## src/rtl/riscv_defines.sv

```systemverilog
// riscv_defines: shared store-path types, FSM states and byte-mask constants
package riscv_defines;
    typedef enum logic [1:0] {STORE_SB, STORE_SH, STORE_SW} StoreOp_t;
    typedef enum logic [1:0] {IDLE, LO, HI} store_state_t;
    localparam logic [3:0] MASK_SB = 4'b0001;
    localparam logic [3:0] MASK_SH = 4'b0011;
    localparam logic [3:0] MASK_SW = 4'b1111;
    function automatic logic [3:0] store_mask(input StoreOp_t op);
        return op == STORE_SB ? MASK_SB : op == STORE_SH ? MASK_SH : MASK_SW;
    endfunction
endpackage

```

## src/rtl/store_alignment_unit_align.sv

```systemverilog
// store_alignment: shifts store data and byte mask into lane position across two words
module store_alignment
    import riscv_defines::*;
(
    input  logic [1:0]  off,
    input  StoreOp_t    op,
    input  logic [31:0] data,
    output logic [63:0] data64,
    output logic [7:0]  strb8
);
    logic [3:0]  mask;
    logic [31:0] lanes;
    // zero bytes beyond the access width, then shift data and strobe by the byte offset
    always_comb begin
        mask   = store_mask(op);
        lanes  = data & {{8{mask[3]}}, {8{mask[2]}}, {8{mask[1]}}, {8{mask[0]}}};
        data64 = {32'b0, lanes} << {off, 3'b000};
        strb8  = {4'b0000, mask} << off;
    end
endmodule

```

## src/rtl/store_alignment_unit.sv

```systemverilog
// store_alignment_unit: M-stage store to lane-aligned word writes; KIANV_MISALIGNED_STORE_SPLIT_EN enables cross-word split
module store_alignment_unit
    import riscv_defines::*;
#(
    parameter int XLEN = 32
) (
    input  logic            clk,
    input  logic            reset,
    input  logic            StoreReqM,
    input  StoreOp_t        StoreOpM,
    input  logic [XLEN-1:0] AddrM,
    input  logic [XLEN-1:0] WriteDataM,
    output logic            StallM,
    output logic            StoreDoneM,
    output logic            StoreMisalignedM,
    output logic            mem_valid,
    input  logic            mem_ready,
    output logic [XLEN-1:0] mem_addr,
    output logic [XLEN-1:0] mem_wdata,
    output logic [3:0]      mem_wstrb
);
    store_state_t state, state_n;
    logic [63:0]  data64;
    logic [7:0]   strb8;
    logic         valid_n, need_hi, hs, final_hs, misaligned, hi_pend, accept;
    logic [31:0]  addr_n, wdata_n;
    logic [3:0]   wstrb_n;

    store_alignment u_align (
        .off    (AddrM[1:0]),
        .op     (StoreOpM),
        .data   (WriteDataM),
        .data64 (data64),
        .strb8  (strb8)
    );

    assign need_hi  = |strb8[7:4];
    assign hs       = mem_valid && mem_ready;
    assign final_hs = hs && (state == HI || !hi_pend);
    assign accept   = state == IDLE && StoreReqM && !misaligned;

`ifdef KIANV_MISALIGNED_STORE_SPLIT_EN
    logic [31:0] hi_addr, hi_wdata;
    logic [3:0]  hi_wstrb;
    assign misaligned = 1'b0;
    assign hi_pend    = |hi_wstrb;
    // capture the upper beat at acceptance; a zero strobe means no second beat
    always_ff @(posedge clk) begin
        if (reset) begin
            hi_addr  <= '0;
            hi_wdata <= '0;
            hi_wstrb <= '0;
        end else if (accept) begin
            hi_addr  <= {AddrM[31:2], 2'b00} + 32'd4;
            hi_wdata <= data64[63:32];
            hi_wstrb <= strb8[7:4];
        end
    end
`else
    logic unused_hi;
    assign unused_hi  = ^data64[63:32];
    assign misaligned = need_hi;
    assign hi_pend    = 1'b0;
`endif

    assign StallM           = StoreReqM && !final_hs && !(state == IDLE && misaligned);
    assign StoreDoneM       = !reset && final_hs;
    assign StoreMisalignedM = !reset && state == IDLE && StoreReqM && misaligned;

    // state and bus registers
    always_ff @(posedge clk) begin
        if (reset) begin
            state     <= IDLE;
            mem_valid <= 1'b0;
            mem_addr  <= '0;
            mem_wdata <= '0;
            mem_wstrb <= '0;
        end else begin
            state     <= state_n;
            mem_valid <= valid_n;
            mem_addr  <= addr_n;
            mem_wdata <= wdata_n;
            mem_wstrb <= wstrb_n;
        end
    end

    // next state: issue lower beat on accept, advance or retire on each handshake, hold otherwise
    always_comb begin
        state_n = state;
        valid_n = mem_valid;
        addr_n  = mem_addr;
        wdata_n = mem_wdata;
        wstrb_n = mem_wstrb;
        case (state)
            IDLE: if (accept) begin
                state_n = LO;
                valid_n = 1'b1;
                addr_n  = {AddrM[31:2], 2'b00};
                wdata_n = data64[31:0];
                wstrb_n = strb8[3:0];
            end
            default: if (final_hs) begin
                state_n = IDLE;
                valid_n = 1'b0;
            end
`ifdef KIANV_MISALIGNED_STORE_SPLIT_EN
            else if (hs) begin
                state_n = HI;
                addr_n  = hi_addr;
                wdata_n = hi_wdata;
                wstrb_n = hi_wstrb;
            end
`endif
        endcase
    end
endmodule

```

## config.mk

```make
export PLATFORM = sky130hd
export DESIGN_NAME = store_alignment_unit
export DESIGN_NICKNAME = d
export VERILOG_FILES = /design/src/rtl/riscv_defines.sv /design/src/rtl/store_alignment_unit_align.sv /design/src/rtl/store_alignment_unit.sv
export SDC_FILE = /design/constraint.sdc
export NUM_CORES = 1
export LEC_CHECK = 0
export BUFFER_PORTS_ARGS = -buffer_cell sky130_fd_sc_hd__clkbuf_2
export CAP_MARGIN = 10
export CELL_PAD_IN_SITES_DETAIL_PLACEMENT = 2
export CELL_PAD_IN_SITES_GLOBAL_PLACEMENT = 2
export CORE_MARGIN = 1.5
export CORE_UTILIZATION = 26
export CTS_BUF_LIST = sky130_fd_sc_hd__clkbuf_16
export CTS_CLUSTER_SIZE = 40
export DETAILED_ROUTE_END_ITERATION = 12
export PLACE_DENSITY_LB_ADDON = 0.1
export SLEW_MARGIN = 20
export SYNTH_ARGS = -nofsm -noshare
export SYNTH_HDL_FRONTEND = slang
export SYNTH_SLANG_ARGS = --single-unit
```

## constraint.sdc

```tcl
create_clock -name clk -period 4.8 [get_ports clk]
set_input_delay 0.96 -clock clk [delete_from_list [all_inputs] [get_ports clk]]
set_output_delay 0.96 -clock clk [all_outputs]
set_load 0.005 [all_outputs]
```

==> impl.org <==
** Layout
- Count of inserted antenna diode cells :: 0
- Counting the fill cells in the layout gives 1281.
- The library cells used most frequently in the layout, excluding fill and tap cells, are sky130_fd_sc_hd__clkbuf_2 (139), sky130_fd_sc_hd__nand2_1 (78), sky130_fd_sc_hd__dfxtp_1 (67), sky130_fd_sc_hd__a21oi_1 (41), sky130_fd_sc_hd__o21ai_0 (26).
- Leaving out fill and tap cells, the most frequent cell in the layout is sky130_fd_sc_hd__clkbuf_2.
- Fraction of layout instances using a drive strength above 1 :: 35.3%
- # nets final :: 530
- The area growth from synthesis to layout is 37.5%.

** Synthesis
- In this run, distinct cell masters in the synthesized netlist total 32.
- Of the post-synthesis cell area, the part taken by muxes is 0%.
- Of the total synthesized cell area, the portion taken by full adders, half adders and majority gates is 0%.
- The Yosys step of the flow raised 0 warnings.
- The share of the Yosys chip area taken by registers is 47.1%.
- By area, the combinational part of the netlist is dominated by compound AO/OA/AOI/OAI gates.
- Synthesized netlist cell count :: 337
- Seq cells post-synth :: 67
- Post-synthesis compound-gate area fraction :: 27.1%
- Average cell area after synthesis :: 8.44 um2
- Syn Std Cell Area :: 2850 um2
- Of the total synthesized cell area, the portion taken by AND, OR, NAND and NOR gates is 18.8%.
- Post-synthesis share of cell area spent on xor and xnor gates :: 0%

** Worst setup path
- Crit path capture type :: output port
- Peak fanout along the critical path :: 37
- Cell breakdown of the critical path :: clkbuf_2 -> a21o_1 -> a22oi_1 -> nor2b_1 -> o21a_1 -> clkbuf_2
- At the worst endpoint, the arrival time is 2.59 ns.
- The startpoint identified for the worst register-to-register timing path is state[0].
- The worst setup path is launched from an input port.
- At the worst endpoint, the required time is 3.84 ns.
- Crit Path Category :: in -> out
- Most frequent cell on the critical path :: sky130_fd_sc_hd__clkbuf_2
- Tracing the worst setup path back leads to its startpoint at AddrM[0].
- CP max stage cell :: sky130_fd_sc_hd__clkbuf_2
- On the worst path, the slowest cell contributes a delay of 0.57 ns.

** Floorplanning
- The die covers 11600 um2.
- The die is 108 um wide.
- Pin placement for this block handled 142 I/O pins.
- Die outline height :: 108 um
- Starting density of the core :: 26.5%
- The initialized floorplan defines 38 standard-cell rows.
- After floorplanning, the core was sized to cover 10700 um2.

** Timing
- Total negative slack for setup checks :: 0 ns
- The smallest clock period supported by the final layout is computed as 3.55 ns.
- Least-Margin Pin Slew :: 0.834 ns
- Setup repair after global routing missed its margin :: no
- Measured against its own limit, the worst slew margin works out to 44.4%.
- The final critical path takes up 73.9% of the cycle.
- The worst path meets setup with 1.25 ns of slack.
- Number of slew-limit violations in the final report :: 0
- Final number of setup-violating endpoints :: 0
- Max Clk Rate :: 282 MHz
- The number of hold-slack violations in the final timing report is 0.
- Final clock skew :: 0.00597 ns

** Global routing
- The number of global-route vias before repair was 3064.
- The first global-routing pass estimated 16.1 mm of wire.
- Combined global-route utilization of all metal layers :: 18.0%
- Number of antenna violations at the first check in global routing :: 0
- The total overflow left after global routing is 0.
- Pin count of the biggest net entering global routing :: 40

** Pwr
- Cell internal power was estimated by the tool at 1180 uW.
- Flop pwr share :: 38.8%
- Psw :: 385 uW
- Sw Share :: 24.7%
- The clock network accounts for 48.6% of the total power.
- Static leakage :: 0.00178 uW
- Combinational group share of total power :: 12.6%
- VDD sags by at most 170 uV.
- For this design the ratio of total power to cell area is 399 nW/um2.

** Status
- Result of the run :: completed

** Clock network
- After clock tree synthesis, the clock-pin slew on the worst setup and hold paths is 0.05 ns.
- Maximum level of the CTS H-tree :: 3
- In this run the post-CTS setup repair buffer count came out at 0.
- Count of instances resized after the clock tree is built :: 0
- Clock latency on the worst-skew pair, taken at its later pin, is 0.33 ns.
- The longest clock path from root to sink contains 2 buffers.
- TritonCTS built the clock tree.
- Counting every sink on the clock net gives 67.
- Buffers inserted to repair hold after CTS numbered 0.
- Clock tree synthesis selected as its root buffer the cell sky130_fd_sc_hd__clkbuf_16.
- The number of clock buffers added by TritonCTS is 9.

** Drt
- Initial drt markers :: 124
- The first detailed-routing pass ran for 4 iterations.
- Residual DRC :: 0
- The detailed router placed 3006 vias in this run.
- Dividing the detail-routed wire length by the instance count gives 16.8 um.
- Number of vias per cell after detailed routing :: 4.97
- Post-route ant nets :: 0
- Detailed-route wire length :: 10.2 mm

** Run
- Maxcap violations :: 0

** Placed design
- HPWL after detailed placement :: 7.43 mm
- GP Congestion :: 0.730
- Worst setup timing slack at the placement stage :: 1.27 ns
- Port buffer count :: 139

** Min path
- In this run the most critical hold path is launched from mem_addr[15].
- In this run the worst hold path is classified as reg -> reg.
## synthesized netlist by cell type
library cell,instances,area [um2]
sky130_fd_sc_hd__a22oi_1,9,67.6
sky130_fd_sc_hd__buf_4,5,37.5
sky130_fd_sc_hd__nor3b_2,1,12.5
sky130_fd_sc_hd__a221o_1,1,10.0
sky130_fd_sc_hd__a221oi_2,1,15.0
sky130_fd_sc_hd__dfxtp_1,67,1340
sky130_fd_sc_hd__o21a_1,1,7.51
sky130_fd_sc_hd__nand2b_1,1,6.26
sky130_fd_sc_hd__a211oi_1,1,7.51
sky130_fd_sc_hd__a311oi_1,7,61.3
sky130_fd_sc_hd__a21oi_1,41,205
sky130_fd_sc_hd__o211a_1,9,90.1
sky130_fd_sc_hd__nor3_1,3,15.0
sky130_fd_sc_hd__nand2_1,78,293
sky130_fd_sc_hd__o311ai_0,1,8.76
sky130_fd_sc_hd__o21ba_2,1,10.0
sky130_fd_sc_hd__clkbuf_1,15,56.3
sky130_fd_sc_hd__o21ai_0,26,130
sky130_fd_sc_hd__nor2b_1,3,18.8
sky130_fd_sc_hd__a22o_1,8,70.1
sky130_fd_sc_hd__buf_6,6,67.6
sky130_fd_sc_hd__a32oi_1,7,61.3
sky130_fd_sc_hd__inv_1,1,3.75
sky130_fd_sc_hd__nor3_2,1,10.0
sky130_fd_sc_hd__conb_1,1,3.75
sky130_fd_sc_hd__buf_2,6,30.0
sky130_fd_sc_hd__or4_1,8,60.1
sky130_fd_sc_hd__nand3b_1,2,15.0
sky130_fd_sc_hd__nor4_4,1,21.3
sky130_fd_sc_hd__nor2_1,22,82.6
sky130_fd_sc_hd__a21boi_2,1,11.3
sky130_fd_sc_hd__a21o_1,2,15.0
## critical path: cells and delay by family
family,cells,cell delay [ns]
and+or+nand+nor,1,0.18
AOI/OAI and AO/OA,3,0.75
buffers and inverters,2,0.68
## routing by layer
metal | up-vias | global-route usage, % | wire, um
li1 | 1434 | - | -
met4 | 0 | 6.20 | 146
met3 | 11 | 3.87 | 567
met1 | 1468 | 22.9 | 4470
met2 | 93 | 30.3 | 4970
met5 | - | 0 | 0
## cells by family after synthesis
| family | Yosys count |
|---|---|
| AND/OR/NAND/NOR | 120 |
| AO/OA/AOI/OAI | 116 |
| flip-flops | 67 |
| buffers and inverters | 33 |
| other | 1 |
## power by group through the flow
stage                     sequential, uW  clock, uW  combinational, uW
after floorplan                      619          0                108
after detailed placement             618          0                201
after CTS                            606        784                202
after global routing                 610        807                221
final                                605        759                197
after global placement               617          0                196
## area by class of cell
class	instances	area, um2	share of cell area [%]
tap	140	175	4.48
timing repair buffer	143	726	18.6
multi-input combinational	238	1320	33.8
sequential	67	1340	34.3
inverter	1	3.75	0.0960
clock inverter	7	116	2.98
clock buffer	9	225	5.76
## per-stage QoR
| step | util (%) | hold slack [ns] | area (um2) | instances | power (uW) |
|---|---|---|---|---|---|
| 3_3_place_gp | 33.2 | 0.438 | 3570 | 589 | 813 |
| 6_report | 36.4 | 0.455 | 3910 | 605 | 1560 |
| 5_1_grt | 36.4 | 0.479 | 3910 | 605 | 1640 |
| 4_1_cts | 36.4 | 0.461 | 3910 | 605 | 1590 |
| 3_5_place_dp | 33.2 | 0.444 | 3570 | 589 | 819 |
| 2_1_floorplan | - | 0.448 | 2850 | 338 | 727 |
## state kept, by name (all words and copies together) (netlist names)
register,count
mem_wdata,32
mem_wstrb,4
state,1
mem_addr,30
## path summary, 6_finish.rpt
path / end / slack, ns / depth (start not counted)
max reg2reg: mem_addr[23] / 2.51 / 5
min reg2reg: mem_addr[15] / 0.45 / 2
min: mem_addr[15] / 0.45 / 2
max: StallM / 1.25 / 6
Power figures use the tool's default switching activity.
